## config.mk

```make
export PLATFORM = sky130hd
export DESIGN_NAME = alu_181
export DESIGN_NICKNAME = d
export VERILOG_FILES = /design/src/rtl/alu181_pkg.sv /design/src/rtl/alu_181_comb.sv /design/src/rtl/alu_181.sv
export SDC_FILE = /design/constraint.sdc
export NUM_CORES = 1
export LEC_CHECK = 0
export BUFFER_PORTS_ARGS = -buffer_cell sky130_fd_sc_hd__buf_4
export CORE_AREA = 10 10 109 72
export DETAILED_ROUTE_END_ITERATION = 8
export DIE_AREA = 0 0 119 82
export PLACE_DENSITY_LB_ADDON = 0.15
export SYNTH_ARGS = -nofsm -noshare
export SYNTH_HDL_FRONTEND = slang
export SYNTH_SLANG_ARGS = --single-unit
```

## constraint.sdc

```tcl
create_clock -name clk -period 2 [get_ports clk]
set_input_delay 0.3 -clock clk [delete_from_list [all_inputs] [get_ports clk]]
set_output_delay 0.3 -clock clk [all_outputs]
set_load 0.02 [all_outputs]
```

## src/rtl/alu181_pkg.sv

```systemverilog
// Shared constants for the 74181-style ALU: mode encodings and the 16 function-select codes.
package alu181_pkg;

  localparam logic ALU_MODE_LOGIC = 1'b1;
  localparam logic ALU_MODE_ARITH = 1'b0;

  // Names follow the logic-mode (M=1) function of each select code.
  typedef enum logic [3:0] {
    SEL_NOT_A      = 4'h0,
    SEL_NOR        = 4'h1,
    SEL_NOTA_AND_B = 4'h2,
    SEL_ZERO       = 4'h3,
    SEL_NAND       = 4'h4,
    SEL_NOT_B      = 4'h5,
    SEL_XOR        = 4'h6,
    SEL_A_AND_NOTB = 4'h7,
    SEL_NOTA_OR_B  = 4'h8,
    SEL_XNOR       = 4'h9,
    SEL_B          = 4'hA,
    SEL_AND        = 4'hB,
    SEL_ONES       = 4'hC,
    SEL_A_OR_NOTB  = 4'hD,
    SEL_OR         = 4'hE,
    SEL_A          = 4'hF
  } alu_sel_e;

endpackage

```

## src/rtl/alu_181_comb.sv

```systemverilog
// Combinational core of the 74181-style ALU: logic table for M=1, X+Y+Cn sum for M=0.
module alu_181_comb
  import alu181_pkg::*;
#(
  parameter int WIDTH = 8
) (
  input  logic [WIDTH-1:0] A,
  input  logic [WIDTH-1:0] B,
  input  logic             M,
  input  logic             Cn,
  input  logic [3:0]       Sel,
  output logic [WIDTH-1:0] F,
  output logic             Cout
);

  logic [WIDTH-1:0] x;
  logic [WIDTH-1:0] y;
  logic [WIDTH:0]   sum;
  logic [WIDTH-1:0] logic_f;

  // Per-bit generate/propagate terms reproduce the whole 74181 arithmetic table.
  always_comb begin
    x   = A | (B & {WIDTH{Sel[0]}}) | (~B & {WIDTH{Sel[1]}});
    y   = (A & B & {WIDTH{Sel[3]}}) | (A & ~B & {WIDTH{Sel[2]}});
    sum = {1'b0, x} + {1'b0, y} + {{WIDTH{1'b0}}, Cn};
  end

  always_comb begin
    logic_f = '0;
    case (Sel)
      SEL_NOT_A:      logic_f = ~A;
      SEL_NOR:        logic_f = ~(A | B);
      SEL_NOTA_AND_B: logic_f = ~A & B;
      SEL_ZERO:       logic_f = '0;
      SEL_NAND:       logic_f = ~(A & B);
      SEL_NOT_B:      logic_f = ~B;
      SEL_XOR:        logic_f = A ^ B;
      SEL_A_AND_NOTB: logic_f = A & ~B;
      SEL_NOTA_OR_B:  logic_f = ~A | B;
      SEL_XNOR:       logic_f = ~(A ^ B);
      SEL_B:          logic_f = B;
      SEL_AND:        logic_f = A & B;
      SEL_ONES:       logic_f = '1;
      SEL_A_OR_NOTB:  logic_f = A | ~B;
      SEL_OR:         logic_f = A | B;
      SEL_A:          logic_f = A;
      default:        logic_f = '0;
    endcase
  end

  always_comb begin
    if (M == ALU_MODE_LOGIC) begin
      F    = logic_f;
      Cout = 1'b0;
    end else begin
      F    = sum[WIDTH-1:0];
      Cout = sum[WIDTH];
    end
  end

endmodule

```

## src/rtl/alu_181.sv

```systemverilog
// Registered 74181-style ALU execute stage: one-cycle latency, flags derived from the captured result.
module alu_181
  import alu181_pkg::*;
#(
  parameter int WIDTH = 8
) (
  input  logic             clk,
  input  logic             rst_n,
  input  logic             in_valid,
  input  logic [WIDTH-1:0] A,
  input  logic [WIDTH-1:0] B,
  input  logic             M,
  input  logic             Cn,
  input  logic [3:0]       Sel,
  output logic [WIDTH-1:0] F,
  output logic             Cout,
  output logic             AeqB,
  output logic             Zero,
  output logic             out_valid
);

  logic [WIDTH-1:0] comb_f;
  logic             comb_cout;

  alu_181_comb #(.WIDTH(WIDTH)) u_comb (
    .A    (A),
    .B    (B),
    .M    (M),
    .Cn   (Cn),
    .Sel  (Sel),
    .F    (comb_f),
    .Cout (comb_cout)
  );

  // Result and flags hold while in_valid is low; only out_valid follows every cycle.
  always_ff @(posedge clk or negedge rst_n) begin
    if (!rst_n) begin
      F         <= '0;
      Cout      <= 1'b0;
      AeqB      <= 1'b0;
      Zero      <= 1'b0;
      out_valid <= 1'b0;
    end else begin
      out_valid <= in_valid;
      if (in_valid) begin
        F    <= comb_f;
        Cout <= comb_cout;
        AeqB <= &comb_f;
        Zero <= (comb_f == '0);
      end
    end
  end

endmodule

```

### Yosys cells after proc, flatten, opt, wreduce, memory -nomap -nowiden

Cells that the tools add are included.

| word-level totals | value |
|---|---|
| latch bits | 0 |
| RAM bits | 0 |
| flip-flop bits (word level) | 12 |
| memories | 0 |
| bits of input ports | 25 |
| memory bits (read-only) | 0 |
| output and inout port bits | 12 |

| cells by class | value |
|---|---|
| shift-type cells | 0 |
| add/sub/neg operators | 2 |
| equal/unequal tests | 15 |
| bitwise operators | 19 |
| $lt $le $gt $ge | 0 |
| divide/modulo/power cells | 0 |
| multiply operators | 0 |
| multiplexer cells | 3 |
| reductions and logical operators | 3 |

Operator list:

| cell | number |
|---|---|
| 8-bit case mux with 16 select lines | 1 |
| 8-bit AND | 7 |
| 8-bit OR | 6 |
| 8-bit NOT | 5 |
| 4-bit == test, second input constant | 8 |
| 4-bit by 3-bit == test with 1-bit output, second input constant | 4 |
| 8-bit by 8-bit adder with 9-bit output | 1 |
| 9-bit by 1-bit adder with 9-bit output | 1 |
| 4-bit by 2-bit == test with 1-bit output, second input constant | 2 |
| 8-bit logical NOT | 1 |
| 8-bit two-way mux | 1 |
| 8-bit AND reduction | 1 |
| 8-bit XOR | 1 |
| 4-bit by 1-bit == test with 1-bit output, second input constant | 1 |
| 4-bit logical NOT | 1 |
| 1-bit two-way mux | 1 |

### Longest topological paths before layout

Gate-level depths: netlist of the first run.

| logic depth | value |
|---|---|
| word-level depth | 8 |
| gate-level depth with buffers | 15 |

### By module

A second synthesis of the first run with hierarchy kept.

| second synthesis, totals | value |
|---|---|
| cell total of the unflattened synthesis | 361 |
| area, all modules | 2,865.2 µm² |

Modules (own cells, without submodules):

| module | cells an instance | area an instance (µm²) | instances |
|---|---|---|---|
| alu_181_comb | 328 | 2,386.0 | 1 |
| alu_181 | 33 | 479.2 | 1 |

### Least setup slack after synthesis of the first run

Ideal clock, no wire load.

| timing | value |
|---|---|
| path kind | input-to-reg |
| start point | input Sel[2] |
| end point | register AeqB |
| cell stages on the path | 14 |
| required time | 1.896 ns |
| path buffers | 4 |
| arrival time | 2.935 ns |
| path slack | -1.039 ns |
| setup time | 0.104 ns |
| path through | buf_4 -> buf_2 -> buf_2 -> buf_2 -> a22oi_1 -> fa_1 -> fa_1 -> nor2b_1 -> o31a_1 -> o21a_1 -> nor2_1 -> xnor2_1 -> mux2i_1 -> o41ai_2 |

| on the way | value |
|---|---|
| word-level cells in the longest chain between the ends | 6 |
| elaborated cells on any way between the ends | 23 |
| classes of those cells | add/sub (2); eq/ne (15); mux (2); bitwise (2); reduce/logical (2) |

Ends and longest elaborated chain:

| item | RTL line | source |
|---|---|---|
| start: declaration | alu_181.sv:14 | `input logic [3:0] Sel,` |
| 8-bit AND | alu_181_comb.sv:24 | `y = (A & B & {WIDTH{Sel[3]}}) \| (A & ~B & {WIDTH{Sel[2]}});` |
| 8-bit OR | alu_181_comb.sv:24 |  |
| 8-bit by 8-bit adder with 9-bit output | alu_181_comb.sv:25 | `sum = {1'b0, x} + {1'b0, y} + {{WIDTH{1'b0}}, Cn};` |
| 9-bit by 1-bit adder with 9-bit output | alu_181_comb.sv:25 |  |
| 8-bit two-way mux (*) | alu_181_comb.sv:52 | `if (M == ALU_MODE_LOGIC) begin` |
| 8-bit AND reduction (*) | alu_181.sv:48 | `AeqB <= &comb_f;` |
| end signal: assignment | alu_181.sv:48 |  |
| end: declaration | alu_181.sv:17 | `output logic AeqB,` |

Every way passes the cells marked *; elsewhere a longest branch is shown, timed or not.
A chain may end at the register's enable or synchronous reset.

### Worst setup path in the final report of the first run

| timing | value |
|---|---|
| start point | input B[0] |
| end point | register Zero |

| on the way | value |
|---|---|
| word-level cells in the longest chain between the ends | 8 |
| elaborated cells on any way between the ends | 23 |
| classes of those cells | add/sub (2); mux (2); bitwise (18); reduce/logical (1) |

Ends and longest elaborated chain:

| item | RTL line | source |
|---|---|---|
| start: declaration | alu_181.sv:11 | `input logic [WIDTH-1:0] B,` |
| 8-bit NOT | - |  |
| 8-bit AND | alu_181_comb.sv:24, alu_181_comb.sv:38 |  |
| 8-bit AND | alu_181_comb.sv:24 |  |
| 8-bit OR | alu_181_comb.sv:24 |  |
| 8-bit by 8-bit adder with 9-bit output | alu_181_comb.sv:25 |  |
| 9-bit by 1-bit adder with 9-bit output | alu_181_comb.sv:25 |  |
| 8-bit two-way mux (*) | alu_181_comb.sv:52 |  |
| 8-bit logical NOT (*) | alu_181.sv:49 | `Zero <= (comb_f == '0);` |
| end signal: assignment | alu_181.sv:49 |  |
| end: declaration | alu_181.sv:18 | `output logic Zero,` |

Marked as above.

==> run summary, run 1 <==
power share of the sequential group - 17.8%
chip height - 82 um
first drt pass iteration count - 5
htree depth - 1
sequential area share after synthesis - 10.5%
failing checks - setup timing
count leader, synth - ha_1
drt wl/cell - 16.9 um
final setup violation count - 10
Worst-path clk slew - 0.05 ns
PwrDens - 401 nW/um^2
Comb power frac - 66.1%
CTS tree - done
Post-synth EDFFs - 0
CP arrival - 2.62 ns
die width - 119 um
Tmin final - 2.44 ns
CP delay by family, top - adder cells
Worst path slowest cell - fa_2
layout cells sized above 1 - 42.7%
Buffers on Ports - 36
Max Cap Viol - 0
post-synth top area cell - ha_1
CTS max path bufs - 2
vias per std cell - 5.75
Worst setup SP type - input pin
placed insts - 554
Critical Path Fanout Max - 6
Cells after Synth - 360
worst endpoint required time - 2.18 ns
Relative slew margins - 66.4%
top post-synthesis cells by area - ha_1, dfrtp_1, o21ai_0
Final Instance Count excl. Fillers - 567
status - complete, but fails checks
Switch Pwr - 675 uW
RSZ-0062 raised after global routing - true
mapped cell area - 2860 sq um
fraction of registers with async set/reset - 100%
Avg Inst Size Synth - 7.95 sq um
Worst-Margin Slew - 0.491 ns
Hold Path Class - in2reg
Top FF cell, synth - dfrtp_1
Peak VDD IR - 204 uV
dpl ws - -0.813 ns
Post-DP Area - 3870 sq um
nature of the critical path endpoint - register
routability cong. - 0.911
detailed placement HPWL - 7440 um
Seq. cell area - 300 sq um
Cell Chain, Critical Path - buf_12 -> inv_8 -> ha_4 -> a22oi_2 -> fa_2 -> fa_2 -> nor2b_4 -> o31a_1 -> o21a_1 -> nor2_2 -> xnor2_1 -> mux2i_1 -> buf_4 -> a41o_1
YS warnings - 0
Core ar. - 5890 sq um
fin crit share - 122%
Static Leak - 1.95 nW
sw frac - 40.3%
Crit Path Category - in2reg
CTS Root Cell - clkbuf_8
post-synth cell types - 80
Final Cell Area - 4190 sq um
post-synth top area share - 17.0%
total grt overflow - 0
Fillers - 487
CP most frequent cell - fa_2
crit-path max cell delay - 0.41 ns
most frequent cells after synthesis - ha_1, inv_1, nand2_1
drt total wl - 9570 um
GRT Util Overall - 19.1%
DRC viols - 0
Max Clk Rate - 411 MHz
Final Max Tran Viols - 0
via count - 3,262
number of nets with antenna violations after routing - 0
Crit path buffers/inverters - 3
# IOs - 37
pin count of the biggest net entering global routing - 36
Power Internal - 1.00 mW
n_diodes - 0
first-pass GRT wire length - 15,500 um
synthesized net count - 426
Multi-input gate area - 2420 sq um
endpoints failing hold - 0
initial antenna violation count - 0
Core Rows - 22
post-route setup slack - -0.435 ns
clock share of power - 16.1%
DR iter-0 viols - 321
initial core utilization - 48.6%
skew final - 0 ns
vias in the first global route - 3,116
Final #Nets - 550
Seq cells post-synth - 12
CTS Sinks - 12
Clock Latency Late Sink - 0.25 ns
P&R area growth vs syn - 46.2%
Num CTS Buffers - 3
die area - 9760 sq um
-- power groups by stage --
stage | logic (mW) | clock network, mW | registers, mW
3_5_place_dp | 0.987 | 0 | 0.303
5_1_grt | 1.20 | 0.287 | 0.305
4_1_cts | 1.07 | 0.271 | 0.299
3_3_place_gp | 0.973 | 0 | 0.301
2_1_floorplan | 0.542 | 0 | 0.347
6_report | 1.11 | 0.270 | 0.299
-- final timing paths --
check | start | slack [ns] | end | depth (start not counted)
worst max-delay path | B[0] | -0.44 | Zero | 14
worst min register to register | F[0] | 0.49 | F[0] | 2
worst max register to register | Zero | 1.15 | Zero | 2
worst min-delay path | in_valid | 0.28 | out_valid | 1
min in group asynchronous | rst_n | 0.44 | F[0] | 2
max in group asynchronous | rst_n | 1.41 | Zero | 2
-- cell families after synthesis --
kind of cell               synth area share [%]
and+or+nand+nor                            22.0
adders and majority gates                  18.4
xor gates and xnor gates                  0.918
AOI/OAI and AO/OA                          32.3
DFF                                        10.5
buffers and inverters                      10.8
muxes                                      5.07
-- cell usage in the layout (no fill, tap or decap), drive strengths merged, types with 3 or more instances in the layout --
cell	instances
nand3	12
nor3	12
mux4	3
a21oi	22
nor4	3
o31ai	6
nor2b	17
mux2	3
ha	39
nand2	24
a211oi	5
and3	3
mux2i	4
a221oi	3
buf	146
o21a	5
inv	30
nor2	21
o32ai	3
a22oi	3
nand2b	6
o21ai	24
nand3b	3
dfrtp	12
a31oi	8
a2bb2oi	3
clkbuf	4
or3	3
a311oi	4
o41ai	3
o211ai	6
a22o	6
-- timing repair --
item / 4_1_cts / 5_1_grt
endpoints found under the hold margin: 12 / 0
setup buffers: 7 / 2
resized for setup: 36 / 12
setup endpoints to repair: 10 / 10
pin swaps: 24 / 5
hold buffers: 1 / 0
-- registers in the layout, indices dropped and copies added (netlist names) --
signal,flops
F,8
AeqB,1
Cout,1
Zero,1
out_valid,1
-- layer usage --
metal / global-route usage (%) / share of wire, %
met5: 0 / 0
met4: 4.37 / 1.3
met3: 2.74 / 5.9
met2: 31.6 / 45
met1: 26.0 / 47
-- cell type report --
cell class	count	area share (%)
multi-input cells	290	57.9
well taps	84	2.51
flip-flops and latches	12	7.17
clock buffers	4	1.32
inverters	30	2.93
repair buffers	147	28.2
-- stage by stage --
| step | util [%] | TNS (ns) | hold slack [ns] | total power [mW] |
|---|---|---|---|---|
| after global routing | 71.1 | -3.40 | 0.282 | 1.79 |
| final | 71.1 | -2.60 | 0.281 | 1.68 |
| after detailed placement | 65.8 | -6.16 | 0.146 | 1.29 |
| after CTS | 69.8 | -2.55 | 0.274 | 1.63 |
| after global placement | 65.8 | -5.36 | 0.145 | 1.27 |
| after floorplan | - | -5.47 | 0.00441 | 0.889 |
Power figures use the tool's default switching activity.
==> inputs of run 2 (changes only) <==
Settings changed: ABC_AREA set to 1.
==> run 2 against run 1 <==
The run still ends with setup timing left. Clock power fell by 16%. Combinational power fell by 8%. Non-clock buffer count fell by 19. Cell area fell by 0.36%. Register-to-register slack improved by 0.16 ns. Fmax rose by 3.9%. First-iteration DRC count rose by 23%. Cell count rose by 29%. Critical path type unchanged.
==> run summary, run 2 <==
overall power - 1.55 mW
Top FF cell, synth - dfrtp_1
mapped cell area - 2860 sq um
Clock Latency Late Sink - 0.25 ns
Relative slew margins - 61.4%
Hold Path Class - in2reg
CP startpoint - B[0]
GRT Util Overall - 21.6%
RSZ-0062 raised after global routing - true
n_diodes - 0
DRC viols - 0
worst r2r path cells - 2
top post-synthesis cells by area - nand2_1, ha_1, nand3_1
Max Cap Viol - 0
fraction of registers with async set/reset - 100%
Static Leak - 2.40 nW
max reg flops - 8
vias in the first global route - 3,602
Fillers - 515
final setup violation count - 6
CTS tree - done
reg-to-reg startpoint - F[7]
CTS Root Cell - clkbuf_8
post-synth cell types - 24
CTS max path bufs - 2
Worst R2R Setup Slack - 1.31 ns
# IOs - 37
synthesized net count - 595
CP endpoint - AeqB
via count - 3,875
PwrDens - 370 nW/um^2
count leader, synth - nand2_1
drt wl/cell - 14.9 um
commonest cells after routing, fill and taps aside - nand2_1, buf_4, inv_1, nor2_1, nand3_1
Cells after Synth - 529
hold slack final - 0.213 ns
Core Rows - 22
post-synth top area share - 21.5%
nature of the critical path endpoint - register
die area - 9760 sq um
first drt pass iteration count - 5
die width - 119 um
htree depth - 1
post-synth top area cell - nand2_1
first-pass GRT wire length - 17,400 um
total grt overflow - 0
commonest non-fill, non-tap cell in the layout - nand2_1
pin count of the biggest net entering global routing - 19
Worst-Margin Slew - 0.577 ns
vias per std cell - 5.29
skew final - 0 ns
Critical Path Fanout Max - 3
Core ar. - 5890 sq um
initial core utilization - 48.6%
chip height - 82 um
Crit Path Category - in2reg
sequential area share after synthesis - 10.5%
Peak VDD IR - 306 uV
Final Max Tran Viols - 0
DR iter-0 viols - 395
endpoints failing hold - 0
Worst setup SP type - input pin
most frequent cells after synthesis - nand2_1, inv_1, nor2_1
TNS Setup - -1.39 ns
fin crit share - 117%
hold_sp - in_valid
Num CTS Buffers - 3
CP arrival - 2.53 ns
Post-synth EDFFs - 0
layout cells sized above 1 - 27.7%
Worst-path clk slew - 0.06 ns
worst endpoint required time - 2.19 ns
Seq cells post-synth - 12
Tmin final - 2.34 ns
YS warnings - 0
Most flops, register - F
post-route setup slack - -0.344 ns
number of nets with antenna violations after routing - 0
P&R area growth vs syn - 45.7%
initial antenna violation count - 0
Buffers on Ports - 36
FF-to-FF End - F[7]
drt total wl - 10,900 um
Max Clk Rate - 427 MHz
Avg Inst Size Synth - 5.41 sq um
detailed placement HPWL - 8610 um
CTS Sinks - 12
routability cong. - 0.957
Final #Nets - 717
status - complete, but fails checks
failing checks - setup timing
-- run 2: cell types whose count changed in the layout (fill, tap and decap cells not counted), moves of 12 or more --
| cell | change |
|---|---|
| inv_1 | +50 |
| nor2_1 | +48 |
| buf_4 | -12 |
| nand3_1 | +50 |
| nand2_1 | +137 |
| nor2b_1 | -15 |
-- run 2: through the flow --
step                      cells  cell area, sq um  util [%]  setup WS, ns
after global placement      725              3880      65.9        -0.621
after detailed placement    725              3880      65.9        -0.646
final                       733              4170      70.8        -0.344
after global routing        733              4170      70.8        -0.470
after CTS                   729              3960      67.3        -0.334
after floorplan             529              2920         -        -0.267
-- run 2: layer usage --
metal	vias up	wire (um)	part of all wire, %	global-route usage, %
met5	-	0	0	0
met4	0	196	1.8	5.34
met3	22	1130	10	3.15
met2	204	4760	44	33.9
met1	1736	4840	44	30.4
li1	1913	-	-	-
-- run 2: worst min path at each step --
stage               slack, ns  cells after the start         to
CTS                      0.20                      1  out_valid
global route             0.20                      1  out_valid
global placement         0.15                      1       F[1]
finish                   0.21                      1  out_valid
floorplan               0.004                      0       AeqB
detailed placement       0.15                      1       F[1]
-- run 2: cell families after synthesis --
group	after synthesis	synth area share, %
xor+xnor	1	0.306
buf+inv	95	13.2
simple gates	313	44.6
compound gates	67	12.9
fa+ha+maj	41	18.4
flops	12	10.5
-- run 2: what timing repair did --
action	in CTS	in global routing
setup buffers	0	4
resized for setup	8	48
endpoints found under the hold margin	12	0
setup endpoints to repair	10	10
pin swaps	9	20
hold buffers	1	0
-- run 2: layout make-up --
type                       count  area [sq um]  share of cell area (%)
multi-input combinational    422          2400                    57.6
timing repair buffer         128           983                    23.6
inverter                      84           337                    8.07
sequential                    12           300                    7.20
tap                           84           105                    2.52
clock buffer                   3          41.3                   0.990
-- run 2: report_power, final --
part	internal [mW]	leakage (nW)	switching [mW]	total [mW]
clock	0.133	0.0216	0.0929	0.226
sequential	0.276	0.151	0.0182	0.295
combinational	0.443	2.23	0.581	1.02
total	0.852	2.40	0.693	1.55
-- run 2: worst max-delay path, cell delays in order --
cell	delay, ns
buf_12	0.12
inv_16	0.05
ha_4	0.13
inv_2	0.04
o22ai_2	0.09
inv_2	0.06
fa_2	0.41
fa_2	0.39
o21ai_2	0.19
buf_4	0.13
nor2_1	0.03
nor2_1	0.13
o21bai_1	0.14
nand2_1	0.08
nor2_2	0.10
nand3_1	0.07
nand2_1	0.06
